### src/rtl/bin_div.sv
// ---------------------------------------------------------------------------
// bin_div -- iterative unsigned restoring divider.
//
// Divides a 2*WIDTH-bit dividend by a WIDTH-bit divisor and produces a
// WIDTH-bit quotient and remainder. It retires one quotient bit per clock.
// The usual source of the dividend is a bin_mult product.
//
// Ports
//   CLK          clock, rising edge
//   rst          synchronous active-high reset
//   start        request a division (accepted in IDLE or DONE)
//   N            dividend (2*WIDTH), captured on the accepting edge
//   D            divisor (WIDTH), captured on the accepting edge
//   busy         division in progress
//   done         one-cycle pulse; Q/R/flags valid from this cycle on
//   Q, R         quotient / remainder, held until the next division
//   div_by_zero  captured divisor was zero
//   overflow     quotient would not fit in WIDTH bits
//   fsm_state    current controller state, for observation only
//
// Handshake: start is sampled on a rising edge only while the controller is
// not busy (IDLE or DONE). That edge captures N/D and is the accepting edge.
// busy stays high until the result is ready. done then pulses for exactly
// one cycle. A start seen during the done cycle begins the next division
// with no idle bubble.
// ---------------------------------------------------------------------------
module bin_div #(
    parameter int WIDTH = 32
) (
    input  logic               CLK,
    input  logic               rst,
    input  logic               start,
    input  logic [2*WIDTH-1:0] N,
    input  logic [WIDTH-1:0]   D,
    output logic               busy,
    output logic               done,
    output logic [WIDTH-1:0]   Q,
    output logic [WIDTH-1:0]   R,
    output logic               div_by_zero,
    output logic               overflow,
    output logic [1:0]         fsm_state
);

    localparam int CW = $clog2(WIDTH + 1);

    typedef enum logic [1:0] {
        IDLE = 2'd0,
        CALC = 2'd1,
        DONE = 2'd2
    } state_t;

    state_t state, state_nxt;

    logic [WIDTH-1:0] rem;      // partial remainder, always < divisor once legal
    logic [WIDTH-1:0] dvd;      // remaining dividend bits, MSB first
    logic [WIDTH-1:0] dsr;      // captured divisor
    logic [CW-1:0]    cnt;      // iterations completed
    logic             accept;
    logic             first_iter;
    logic             illegal;
    logic             last_iter;
    logic [WIDTH:0]   trial;
    logic             trial_ge;
    logic [WIDTH-1:0] rem_nxt;

    assign fsm_state = state;

    // On the first CALC cycle, rem still holds the dividend high half.
    // The operands are illegal when that high half is >= the divisor,
    // or when the divisor is zero.
    // Checking the registered operands here gives illegal operands their
    // single busy cycle before done.
    assign first_iter = (cnt == '0);
    assign illegal    = first_iter && ((dsr == '0) || (rem >= dsr));
    assign last_iter  = (cnt == CW'(WIDTH - 1));

    // One restoring step. rem < dsr holds here, so the trial value fits in
    // WIDTH+1 bits. After a successful subtract the result is < dsr, so the
    // low WIDTH bits of the difference are enough.
    assign trial    = {rem, dvd[WIDTH-1]};
    assign trial_ge = (trial >= {1'b0, dsr});
    assign rem_nxt  = trial_ge ? (trial[WIDTH-1:0] - dsr) : trial[WIDTH-1:0];

    always_ff @(posedge CLK) begin
        if (rst) begin
            state <= IDLE;
        end else begin
            state <= state_nxt;
        end
    end

    always_comb begin
        state_nxt = state;
        accept    = 1'b0;
        busy      = 1'b0;
        done      = 1'b0;
        case (state)
            IDLE: begin
                if (start) begin
                    accept    = 1'b1;
                    state_nxt = CALC;
                end
            end
            CALC: begin
                busy = 1'b1;
                if (illegal || last_iter) begin
                    state_nxt = DONE;
                end
            end
            DONE: begin
                done = 1'b1;
                if (start) begin
                    accept    = 1'b1;
                    state_nxt = CALC;
                end else begin
                    state_nxt = IDLE;
                end
            end
            default: state_nxt = IDLE;
        endcase
    end

    always_ff @(posedge CLK) begin
        if (rst) begin
            rem         <= '0;
            dvd         <= '0;
            dsr         <= '0;
            cnt         <= '0;
            Q           <= '0;
            R           <= '0;
            div_by_zero <= 1'b0;
            overflow    <= 1'b0;
        end else if (accept) begin
            rem         <= N[2*WIDTH-1:WIDTH];
            dvd         <= N[WIDTH-1:0];
            dsr         <= D;
            cnt         <= '0;
            Q           <= '0;
            div_by_zero <= 1'b0;
            overflow    <= 1'b0;
        end else if (state == CALC) begin
            if (illegal) begin
                Q           <= '1;
                R           <= '0;
                div_by_zero <= (dsr == '0);
                overflow    <= (dsr != '0);
            end else begin
                rem <= rem_nxt;
                dvd <= {dvd[WIDTH-2:0], 1'b0};
                Q   <= {Q[WIDTH-2:0], trial_ge};
                cnt <= cnt + CW'(1);
                if (last_iter) begin
                    R <= rem_nxt;
                end
            end
        end
    end

endmodule
### config.mk
export PLATFORM = sky130hd
export DESIGN_NAME = bin_div
export DESIGN_NICKNAME = d
export VERILOG_FILES = /design/src/rtl/bin_div.sv
export SDC_FILE = /design/constraint.sdc
export NUM_CORES = 1
export LEC_CHECK = 0
export ABC_AREA = 1
export CELL_PAD_IN_SITES_DETAIL_PLACEMENT = 1
export CELL_PAD_IN_SITES_GLOBAL_PLACEMENT = 2
export CORE_MARGIN = 5
export CORE_UTILIZATION = 31
export DETAILED_ROUTE_END_ITERATION = 16
export PLACE_DENSITY = 0.83
export SLEW_MARGIN = 20
export SYNTH_ARGS = -nofsm -noshare
export SYNTH_HDL_FRONTEND = slang
export SYNTH_SLANG_ARGS = --single-unit
export TNS_END_PERCENT = 20
### constraint.sdc
create_clock -name CLK -period 4.62 [get_ports CLK]
set_input_delay 0.693 -clock CLK [delete_from_list [all_inputs] [get_ports CLK]]
set_output_delay 0.693 -clock CLK [all_outputs]
set_load 0.03 [all_outputs]
==> results of run 1 <==
final timing paths:
| path | cells past startpoint | end | startpoint | slack, ns |
|---|---|---|---|---|
| worst max-delay path | 16 | dvd[2]$_SDFFE_PP0P_ | rem[9]$_SDFFE_PP0P_ | 1.39 |
| worst min-delay path | 2 | div_by_zero$_SDFFE_PP0P_ | div_by_zero$_SDFFE_PP0P_ | 0.45 |
| worst max register to register | 16 | dvd[2]$_SDFFE_PP0P_ | rem[9]$_SDFFE_PP0P_ | 1.39 |
| worst min register to register | 2 | div_by_zero$_SDFFE_PP0P_ | div_by_zero$_SDFFE_PP0P_ | 0.45 |
cell usage in the layout, fill, tap and decap left out, drive strengths merged:
cell,count
inv,193
bufinv,1
o21a,3
o21bai,7
nand2b,1
xnor2,5
ha,66
a21boi,1
a21oi,159
nand2,520
clkdlybuf4s50,167
or2,7
o211ai,4
nand3b,2
and2,1
buf,14
and3,1
a211oi,1
nor2,164
nand3,105
a21o,1
fa,1
nor3,24
clkinvlp,2
o21ai,112
clkbuf,17
dfxtp,170
nand4,14
clkinv,6
xor2,14
nor4,1
per-stage QoR:
stage          std cells  power [W]
2_1_floorplan       1642    0.00600
3_3_place_gp        2200    0.00774
3_5_place_dp        2200    0.00780
4_1_cts             2232    0.00935
5_1_grt             2232     0.0101
6_report            2232    0.00933
cell usage after synthesis (4+ instances only):
cell	instances	area, µm²
nand2_1	508	1910
inv_1	182	683
nor2_2	5	31.3
nor3_2	4	40.0
o21ai_0	98	490
or2_2	4	25.0
buf_1	6	22.5
ha_1	66	826
nand2_2	10	62.6
clkbuf_1	47	176
nor3_1	19	95.1
o21ai_2	6	52.6
nor2_1	156	586
o21bai_1	7	52.6
buf_2	12	60.1
a21oi_1	158	791
nand4_1	14	87.6
dfxtp_1	170	3400
nand3_1	104	521
xor2_1	14	123
o211ai_1	4	30.0
xnor2_1	5	43.8
inv_2	5	18.8
o21ai_1	8	40.0
logic make-up after synthesis:
| kind of cell | after synthesis | share of synthesized area (%) |
|---|---|---|
| flops | 170 | 32.6 |
| compound gates | 288 | 14.4 |
| xor+xnor | 19 | 1.59 |
| buf+inv | 258 | 9.73 |
| simple gates | 840 | 33.6 |
| fa+ha+maj | 67 | 8.09 |
worst max-delay path: cells and delay by family (launching register included):
family                   cells  cell delay (ns)
flip-flops                   1             0.52
AND/OR/NAND/NOR              9             1.00
adder cells (fa/ha/maj)      1             0.30
buffers and inverters        3             0.75
AO/OA/AOI/OAI                3             0.58
state kept, by name, summed over array words and instances, names as in the netlist:
signal,cells
dsr,32
dvd,32
R,32
cnt,6
rem,32
div_by_zero,1
overflow,1
Q,32
fsm_state,2
where the power goes:
part           switching, W  internal, W  leakage, nW
Combinational       0.00398      0.00177         4.32
Sequential         0.000314      0.00176         1.39
Clock              0.000731     0.000773        0.287
routing by layer:
metal  track usage (%)  part of all wire [%]  vias up
li1                  -                     -     5496
met1              27.2                    46     5178
met2              34.9                    47      189
met3              5.21                   5.6       34
met4              4.51                   1.5        2
met5                 0                 0.030        -
final cells by class:
class	instances	share of cell area, %
repair buffers	181	13.6
clock buffers	17	3.25
flip-flops and latches	170	26.0
clock inverters	15	1.36
multi-input cells	1214	46.2
inverters	187	5.36
well taps	448	4.28
==> reports/metrics.cfg, run 1 <==
[global_routing]
overflow=0
grt_pass1_vias=11200
antenna_found_initial=1
grt_max_degree=90
grt_pass1_wl_mm=62.7
grt_usage_pct=20.8

[timing]
final-setup-viol-count=0
setup_ws_ns=1.39
hold_violations=0
period_minus_slack_ns=3.23
holdWs_ns=0.453
max-slew-margin-rel_pct=29.3
clock_skew_ns=0.0213
rsz0062_at_grt=no
fmax_ghz=0.309
fin_setup_tns_ns=0
worstMarginPinSlew_ns=1.06
maxSlewViolCount=0
fin_crit_sh_pct=70.0

[routing]
first_pass_iters=8
num_vias=10900
wire_per_inst_um=17.9
drtIter0Drc=569
drc=0
via_per_inst=4.88
routed_wl_mm=40.0
ant_nets=0

[synth]
synth_cell_types=42
synthCells=1642
synth_edf_count=0
ys.flop_type=dfxtp_1
async_flop_share_pct=0
avgSynthCellArea_um2=6.37
yosysSeqAreaShare_pct=32.6
synth_warnings=0
synth_fp_nets=1808
netlist_area_um2=10500
ys_ff_latch=170

[setup_path]
required_ns=5.00
path_common_cell=nand2_1
worst_path_largest_cell_delay_ns=0.52
worstPathMaxFanout=38
worstSetupEndpointType=flop
cp_slowest_cell=dfxtp_1
worstPathCellList=ha_1 -> nand2_1 -> inv_1 -> o21ai_0 -> nand2_1 -> a21oi_1 -> nand2_1 -> nand2_1 -> nand4_1 -> nand2_1 -> nand2_1 -> buf_4 -> nand2_2 -> buf_4 -> nand2_1 -> a21oi_1
worstSetupStartpointType=flop
cp.arrival_ns=3.61
worstSetupPathType=flop to flop

[final_layout]
layout.nets=1937
fin_area_um2=13100
syn2layout_area_growth_pct=25.2
seq_area_um2=3400
multiInputGateArea_um2=6050
num-fill-cells=4320
final_util_pct=39.1
drive_above_1_share_pct=5.16
antennaDiodeCount=0

[cts]
postCtsHoldBufs=0
clk_transition_reported_paths_ns=0.07
cts.sinks=170
cts_buffers=17
cts_root_buf=clkbuf_16
cts_setup_buffers=0
cts_resized=0
cts_tree=built
worst_skew_pair.late_latency_ns=0.46
clock_path_buffers=2
h-tree-depth=4

[min_path]
holdCritPathClass=flop to flop

[place]
placed_cell_area_um2=12500
gp_congestion=0.930
io_buffer_count=168
post-place-ws_ns=1.38
place_hpwl_mm=31.0

[pwr]
power.density_nw_per_um2=713
ir_drop_v=0.000360
leakagePower_nw=6.00

[floorplanning]
dieArea_um2=37500
initial_core_util_pct=31.3
coreArea_um2=33400
die_h_um=194
pin_count=169
fp.dieW_um=194
row_count=67

[status]
outcome=completed

[flow_run]
drv_cap=0

(Power assumes the default switching activity.)
==> run 2: changes to the inputs <==
- CORE_UTILIZATION: 31 -> 29
- PLACE_DENSITY: 0.83 -> 0.79
- clock period: 4.62 -> 3.39 ns (I/O delays scaled with it)
==> run 2 against run 1 <==
Die area up 6.5%. Power grew 38%. Cell area is 0.96% higher. Routed wire length is 0.60% higher. Clock skew down 0.0085 ns. First-iteration DRC count fell by 16%. Global-route usage is 0.68 points lower. Critical path depth unchanged.
==> reports/metrics.cfg, run 2 (same netlist as run 1, synthesis figures left out) <==
[timing]
max-slew-margin-rel_pct=44.5  ; +15 points
rsz0062_at_grt=no
period_minus_slack_ns=3.08  ; -0.152 ns
holdWs_ns=0.402  ; -0.0507 ns
fin_setup_tns_ns=0  ; unchanged
hold_violations=0  ; unchanged
maxSlewViolCount=0  ; unchanged
worstMarginPinSlew_ns=0.832  ; -0.227 ns
clock_skew_ns=0.0128  ; -0.00852 ns
fin_crit_sh_pct=90.9  ; +21 points
fmax_ghz=0.325  ; +4.9%
final-setup-viol-count=0  ; unchanged

[final_layout]
layout.nets=1949  ; +0.62%
drive_above_1_share_pct=5.73  ; +0.58 points
layout_common_cells=506 x nand2_1, 182 x inv_1, 170 x dfxtp_1, 167 x clkdlybuf4s50_1, 158 x a21oi_1
antennaDiodeCount=0  ; unchanged
syn2layout_area_growth_pct=26.4
final_common_cell=nand2_1
fin_area_um2=13200  ; +0.96%

[routing]
routed_wl_mm=40.3  ; +0.60%
dr.max_layer_used=met5
drtIter0Drc=480  ; -16%
met2_length_mm=18.1  ; -3.0%
wire_per_inst_um=17.8  ; -0.52%
via_per_inst=4.84  ; -0.89%
drc=0  ; unchanged
drt-met1-wl_mm=18.8  ; +1.4%
ant_nets=0  ; unchanged
first_pass_iters=6  ; -2
met3_length_mm=2.59  ; +15%
num_vias=10900  ; +0.22%

[place]
gp_congestion=0.871  ; -6.4%
io_buffer_count=168  ; unchanged
place_hpwl_mm=31.4  ; +1.4%
placed_cell_area_um2=12600  ; +1.3%

[cts]
cts.sinks=170  ; unchanged
cts_root_buf=clkbuf_16
h-tree-depth=4  ; unchanged
cts_buffers=17  ; unchanged
cts_setup_buffers=0  ; unchanged
cts_tree=built
clk_transition_reported_paths_ns=0.08  ; about the same
clock_path_buffers=2  ; unchanged
worst_skew_pair.late_latency_ns=0.45  ; about the same

[pwr]
power.density_nw_per_um2=972  ; +36%
ir_drop_v=0.000514  ; +43%
leakagePower_nw=6.06  ; +0.96%

[setup_path]
cp.arrival_ns=3.44  ; -0.17 ns
worstPathMaxFanout=22  ; -42%
worstSetupStartpointType=flop
worstSetupPathType=flop to flop
required_ns=3.75  ; -1.25 ns
worstSetupEndpointType=flop

[global_routing]
overflow=0  ; unchanged
grt_max_degree=75  ; -17%
grt_usage_pct=20.1  ; -0.68 points
antenna_found_initial=5  ; +4
grt_pass1_vias=11300  ; +1.5%
grt_pass1_wl_mm=63.0  ; +0.44%

[floorplanning]
fp.dieW_um=200  ; +3.2%
die_h_um=200  ; +3.2%
initial_core_util_pct=29.4  ; -1.9 points
row_count=69  ; +3.0%
dieArea_um2=39900  ; +6.5%
pin_count=169  ; unchanged
coreArea_um2=35600  ; +6.3%

[status]
outcome=completed

[min_path]
holdCritPathClass=primary input to flop

[flow_run]
drv_cap=0  ; unchanged

[run 2: cell types whose count changed in the layout (fill, tap and decap cells not counted), sizes merged]
cell / previous run / this run
buf: 14 / 26
clkbuf: 17 / 18
clkinv: 6 / 5
clkinvlp: 2 / 4
inv: 193 / 191
[run 2: per-layer routing]
layer | global-route usage [%] | up-vias
met5 | 0 | -
met4 | 4.98 | 10
met3 | 5.87 | 44
met2 | 32.4 | 199
met1 | 26.7 | 5155
li1 | - | 5515
[run 2: path summary, 6_finish.rpt]
check / start / to / slack [ns] / depth (start not counted)
worst min register to register: dvd[6]$_SDFFE_PP0P_ / dvd[6]$_SDFFE_PP0P_ / 0.47 / 2
worst max register to register: rem[18]$_SDFFE_PP0P_ / rem[23]$_SDFFE_PP0P_ / 0.31 / 16
worst min-delay path: rst / Q[0]$_SDFFE_PP0P_ / 0.40 / 4
worst max-delay path: rem[18]$_SDFFE_PP0P_ / rem[23]$_SDFFE_PP0P_ / 0.31 / 16
[run 2: report_power, final]
group          switching, W  internal (W)  total, W
combinational       0.00550       0.00256   0.00806
clock              0.000943       0.00103   0.00197
sequential         0.000402       0.00240   0.00281
[run 2: metrics by stage]
| stage | total power [W] | setup slack (ns) | utilization (%) | cells |
|---|---|---|---|---|
| floorplan | 0.00817 | 1.24 | - | 1642 |
| global placement | 0.0108 | 0.216 | 35.5 | 2225 |
| finish | 0.0128 | 0.308 | 37.2 | 2257 |
| detailed placement | 0.0109 | 0.249 | 35.5 | 2225 |
| CTS | 0.0129 | 0.182 | 37.1 | 2257 |
| global route | 0.0140 | 0.103 | 37.2 | 2257 |
[run 2: worst max-delay path, cell delays in order (launching register included)]
cell and delay, ns:
dfxtp_1 0.50, ha_1 0.36, nand2_2 0.15, inv_2 0.04, nand2_1 0.07, nand2_1 0.10
nand2_1 0.07, nand2_1 0.08, nand2_1 0.07, nand2_1 0.08, nor2_4 0.31, nand2_4 0.28
inv_4 0.33, nand2_1 0.09, nand2_1 0.15, nor2_1 0.07, nor3_1 0.22
[run 2: final cells by class]
class	instances	area [µm²]
sequential	170	3400
timing repair buffer	193	1910
clock buffer	18	429
tap	461	577
fill	4607	22400
multi-input combinational	1214	6050
clock inverter	14	140
inverter	187	704
[run 2: what timing repair did]
item,in CTS,in global routing
hold buffers,0,0
setup endpoints to repair,0,1
gates resized for setup,0,2
==> edit 1: new RTL, flow settings as in run 2 <==
Reset style: asynchronous (`rst`), changed in 2 clocked blocks. Comments in the files are not updated.
--- a/src/rtl/bin_div.sv
+++ b/src/rtl/bin_div.sv
@@ -81,7 +81,7 @@
     assign trial_ge = (trial >= {1'b0, dsr});
     assign rem_nxt  = trial_ge ? (trial[WIDTH-1:0] - dsr) : trial[WIDTH-1:0];
 
-    always_ff @(posedge CLK) begin
+    always_ff @(posedge CLK or posedge rst) begin
         if (rst) begin
             state <= IDLE;
         end else begin
@@ -120,7 +120,7 @@
         endcase
     end
 
-    always_ff @(posedge CLK) begin
+    always_ff @(posedge CLK or posedge rst) begin
         if (rst) begin
             rem         <= '0;
             dvd         <= '0;
Check against the original RTL: differs if rst is asserted again (counterexample within 4 cycles, from zero or initial values and one cycle with rst high); with rst held inactive, the same outputs for 4 cycles.
==> edit 1 against run 2 <==
First-iteration DRC count is 16% higher. Worst setup slack better by 190 ps. Critical endpoint is now rem[7]. Non-clock buffer count is 5 lower. Cell area is 8.9% higher. Sequential cell count stayed put. Synthesized area is 10% higher. Global-route usage is 0.83 points lower. Critical path depth is 1 lower. Synthesized cell count is 7.4% higher. Utilization is 0.78 points lower. Routed wire length is 4.5% higher.
Power is not shown: default switching activity piles up to over one toggle a cycle in this logic, so the estimate is an artifact.
==> edit 1: results (changes against run 2) <==
| Metric | Value |
|---|---|
| Pin count of the biggest net entering global routing | 124 (was 75) |
| Mapped Nets | 1,930 (was 1,808) |
| Reg2Reg Setup Slack | 500 ps (was 310 ps) |
| Run status | completed (unchanged) |
| RePlAce Congestion | 0.915 (was 0.871) |
| M3 GR Usage | 4.50% (was 5.87%) |
| Hold crit path type | register to register (was input pin to register) |
| Worst R2R Start | rem[22] (was rem[18]) |
| Worst path slowest cell | dfrtp_1 (was dfxtp_1) |
| Layout cells sized above 1 | 3.96% (was 5.73%) |
| Worst path arrival time | 3280 ps (was 3440 ps) |
| Area contributors post-synth | dfrtp_1 (37%), nand2_1 (29%), ha_1 (7.2%) (was dfxtp_1 (33%), nand2_1 (18%), ha_1 (7.9%)) |
| Hold Slack | 474 ps (was 402 ps) |
| Largest fanout on the critical path | 32 (was 22) |
| Reg-to-Reg End | rem[7] (was rem[23]) |
| Met1 Use GR | 26.4% (was 26.7%) |
| Placed insts | 2,412 (was 2,225) |
| Vias in the first global route | 12,200 (was 11,300) |
| Synth cell count leaders | nand2_1 (898), inv_1 (201), dfrtp_1 (170) (was nand2_1 (508), inv_1 (182), dfxtp_1 (170)) |
| Hold Path End | dvd[10] (was Q[0]) |
| Vias post-DR | 11,500 (was 10,900) |
| Min-delay src | dvd[10] (was rst) |
| Hold path depth | 2 (was 4) |
| Final HPWL DP | 32,200 um (was 31,400 um) |
| Clock skew | 13.7 ps (was 12.8 ps) |
| Area after DPL | 13,800 sq um (was 12,600 sq um) |
| DR vias/cell | 4.70 (was 4.84) |
| Initial antenna violation count | 3 (was 5) |
| Met2 Usage GRT | 31.6% (was 32.4%) |
| WL final | 42,100 um (was 40,300 um) |
| Post-synthesis sequential area ratio | 36.9% (was 32.6%) |
edit 1: changes by cell type after synthesis, sizes merged, moves of 26 or more:
cell	delta
dfxtp	-170
nand4	+26
nand2	+383
a21oi	-126
dfrtp	+170
nor2	-90
nand3	-32
o21ai	-37
edit 1: critical path, delay by kind of cell, from the launching register on:
kind | cells | cell delay (ps)
fa+ha+maj | 1 | 440
simple gates | 11 | 1200
buf+inv | 2 | 440
flops | 1 | 500
compound gates | 1 | 220
edit 1: cell type report:
class,count,area (sq um),area share [%]
multi-input combinational,1327,6220,43.3
sequential,170,4250,29.6
timing repair buffer,188,1880,13.1
inverter,202,764,5.31
tap,525,657,4.57
clock buffer,19,443,3.08
clock inverter,13,156,1.09
antenna,1,2.50,0.0174
edit 1: worst max-delay path by stage:
stage | start | endpoint | cells past startpoint
finish | rem[22] | rem[7] | 15
global route | rem[8] | rem[11] | 15
CTS | rem[22] | rem[7] | 15
detailed placement | rem[22] | rem[7] | 15
global placement | rem[22] | rem[20] | 15
floorplan | rst | Q[0] | 1
edit 1: cells by family after synthesis:
group | synth area share [%]
flip-flops | 36.9
XOR/XNOR | 1.06
AO/OA/AOI/OAI | 5.22
adder cells (fa/ha/maj) | 7.34
buffers and inverters | 9.24
AND/OR/NAND/NOR | 40.2
edit 1: per-layer routing:
metal | vias up | share of wire, % | wire length, um
met2 | 164 | 46 | 19400
met1 | 5555 | 48 | 20300
li1 | 5728 | - | -
met3 | 32 | 4.5 | 1890
met5 | - | 0.017 | 7
met4 | 2 | 1.1 | 480
==> edit 2: new RTL, flow settings as in run 2 <==
Made on the original files. The parameter `WIDTH` goes from 32 to 16.
--- a/src/rtl/bin_div.sv
+++ b/src/rtl/bin_div.sv
@@ -25,7 +25,7 @@
 // with no idle bubble.
 // ---------------------------------------------------------------------------
 module bin_div #(
-    parameter int WIDTH = 32
+    parameter int WIDTH = 16
 ) (
     input  logic               CLK,
     input  logic               rst,
Interface: changed (resized D, N, Q and R); port bits go from 169 to 89. The function was not compared with the original's and may differ.
==> edit 2 against run 2 <==
Power down 49%. Fmax up 21%. Synthesized cell count down 48%. Sequential cell count down 81. Synthesized area down 47%. Non-clock buffer count down 94. Cell area down 48%. Worst setup slack better by 550 ps. Routed wire length down 54%. Critical path depth down 2. Global-route usage down 3.2 points. Worst hold slack better by 54 ps. Cell count down 48%. Critical path type unchanged. Critical endpoint is now rem[11].
==> edit 2: results (changes against run 2) <==
| Metric | Value |
|---|---|
| Clk slew on worst S/H paths | 70 ps |
| Post-synth EDFFs | 0 (unchanged) |
| CTS root buffer | clkbuf_16 (unchanged) |
| Mapped Avg Cell Area | 6.49 sq um (was 6.37 sq um) |
| Maximum vdd drop | 332 uV (was 514 uV) |
| # nets final | 1,011 (was 1,949) |
| Ys async rst share | 0% (unchanged) |
| Synth cell types | 32 (was 42) |
| Final HPWL DP | 14,300 um (was 31,400 um) |
| Area contributors post-synth | dfxtp_1 (32%), nand2_1 (14%), ha_1 (7.9%) (was dfxtp_1 (33%), nand2_1 (18%), ha_1 (7.9%)) |
| Cts bufs inserted | 9 (was 17) |
| Run status | completed (unchanged) |
| Fillcell total | 2,404 (was 4,607) |
| Clk_lat worst skew | 350 ps (was 450 ps) |
| Worst path arrival time | 2820 ps (was 3440 ps) |
| Mapped Nets | 942 (was 1,808) |
| First-pass GRT wire length | 30,000 um (was 63,000 um) |
| Post-synthesis sequential area ratio | 32.1% (was 32.6%) |
| Largest fanout on the critical path | 17 (was 22) |
| Layout cells sized above 1 | 5.38% (was 5.73%) |
| Router iterations before antenna repair | 4 (was 6) |
| RePlAce Congestion | 0.846 (was 0.871) |
| Static Leakage | 0.00322 uW (was 0.00606 uW) |
| Initial DRC count | 239 (was 480) |
| Yosys warns | 0 (unchanged) |
| Number of port buffers | 88 (was 168) |
| Placed insts | 1,147 (was 2,225) |
| Wire per inst | 15.8 um (was 17.8 um) |
| Hold crit path type | register to register (was input pin to register) |
| H-tree depth | 3 (was 4) |
| N_diodes | 0 (unchanged) |
| Vias in the first global route | 5,603 (was 11,300) |
| Post-CTS setup buffer count | 0 (unchanged) |
| Vias post-DR | 5,537 (was 10,900) |
| Deepest clock path buffer count | 2 (unchanged) |
| Post-cts sizing count | 0 (unchanged) |
| Clock skew | 8.36 ps (was 12.8 ps) |
| Initial antenna violation count | 0 (was 5) |
| Worst-Margin Slew | 868 ps (was 832 ps) |
| Pin count of the biggest net entering global routing | 48 (was 75) |
| Overall global routing resource usage | 16.9% (was 20.1%) |
| Synth cell count leaders | nand2_1 (211), inv_1 (108), nor2_1 (102) (was nand2_1 (508), inv_1 (182), dfxtp_1 (170)) |
| WL final | 18,400 um (was 40,300 um) |
edit 2: cell types whose count changed after synthesis, sizes merged, moves of 28 or more:
cell,before,now
nand2,520,224
a21oi,159,63
inv,187,108
clkbuf,47,19
ha,66,35
dfxtp,170,89
o21ai,112,67
nand3,105,61
nor2,164,105
edit 2: power breakdown:
part / leakage, uW / switching (uW) / total, uW / internal, uW
Sequential: 0.000730 / 216 / 1510 / 1290
Combinational: 0.00236 / 2710 / 4010 / 1300
Clock: 0.000131 / 465 / 973 / 507
Total: 0.00322 / 3390 / 6490 / 3100
edit 2: path summary, 6_finish.rpt:
kind	start	end	slack (ps)	depth (start not counted)
setup / recovery	dsr[8]	rem[11]	850	14
hold / removal	div_by_zero	div_by_zero	460	2
setup reg to reg	dsr[8]	rem[11]	850	14
hold reg to reg	div_by_zero	div_by_zero	460	2
edit 2: cell families after synthesis:
logic type / share of synthesized area [%]
xor+xnor: 1.26
compound gates: 13.9
flops: 32.1
fa+ha+maj: 8.25
buf+inv: 11.0
simple gates: 33.4
edit 2: cell type report:
cell class	instances	share of cell area, %
multi-input combinational	617	46.0
sequential	89	25.9
timing repair buffer	99	14.0
inverter	108	5.89
tap	234	4.25
clock buffer	10	3.33
clock inverter	6	0.709
edit 2: worst max-delay path, cell delays in order (launching register included):
cell and delay (ps):
dfxtp_1 310, inv_1 100, ha_1 410, nand2_1 130, nor2_1 190, nand3_1 140, nand3_2 130, nand2_4 150
nand2_4 290, nand3_1 190, nand2_1 150, nand2_1 60, nand2_1 80, nor2_1 40, nor2_1 100
edit 2: stage by stage:
stage / instance area (sq um) / setup WS (ps) / utilization [%] / hold slack, ps
floorplan: 5550 / 1500 / - / 440
global placement: 6610 / 768 / 35.2 / 446
detailed placement: 6610 / 778 / 35.2 / 445
CTS: 6890 / 778 / 36.7 / 463
global route: 6890 / 535 / 36.7 / 498
finish: 6890 / 854 / 36.7 / 457
edit 2: metal layers:
layer  routed length [um]  vias to the layer above  GRT usage (%)  part of all wire [%]
met5                    0                        -              0                     0
met4                  233                        0           3.79                   1.3
met3                  577                       16           2.59                   3.1
met2                 8640                       72           28.5                    47
met1                 8970                     2554           22.9                    49
li1                     -                     2895              -                     -
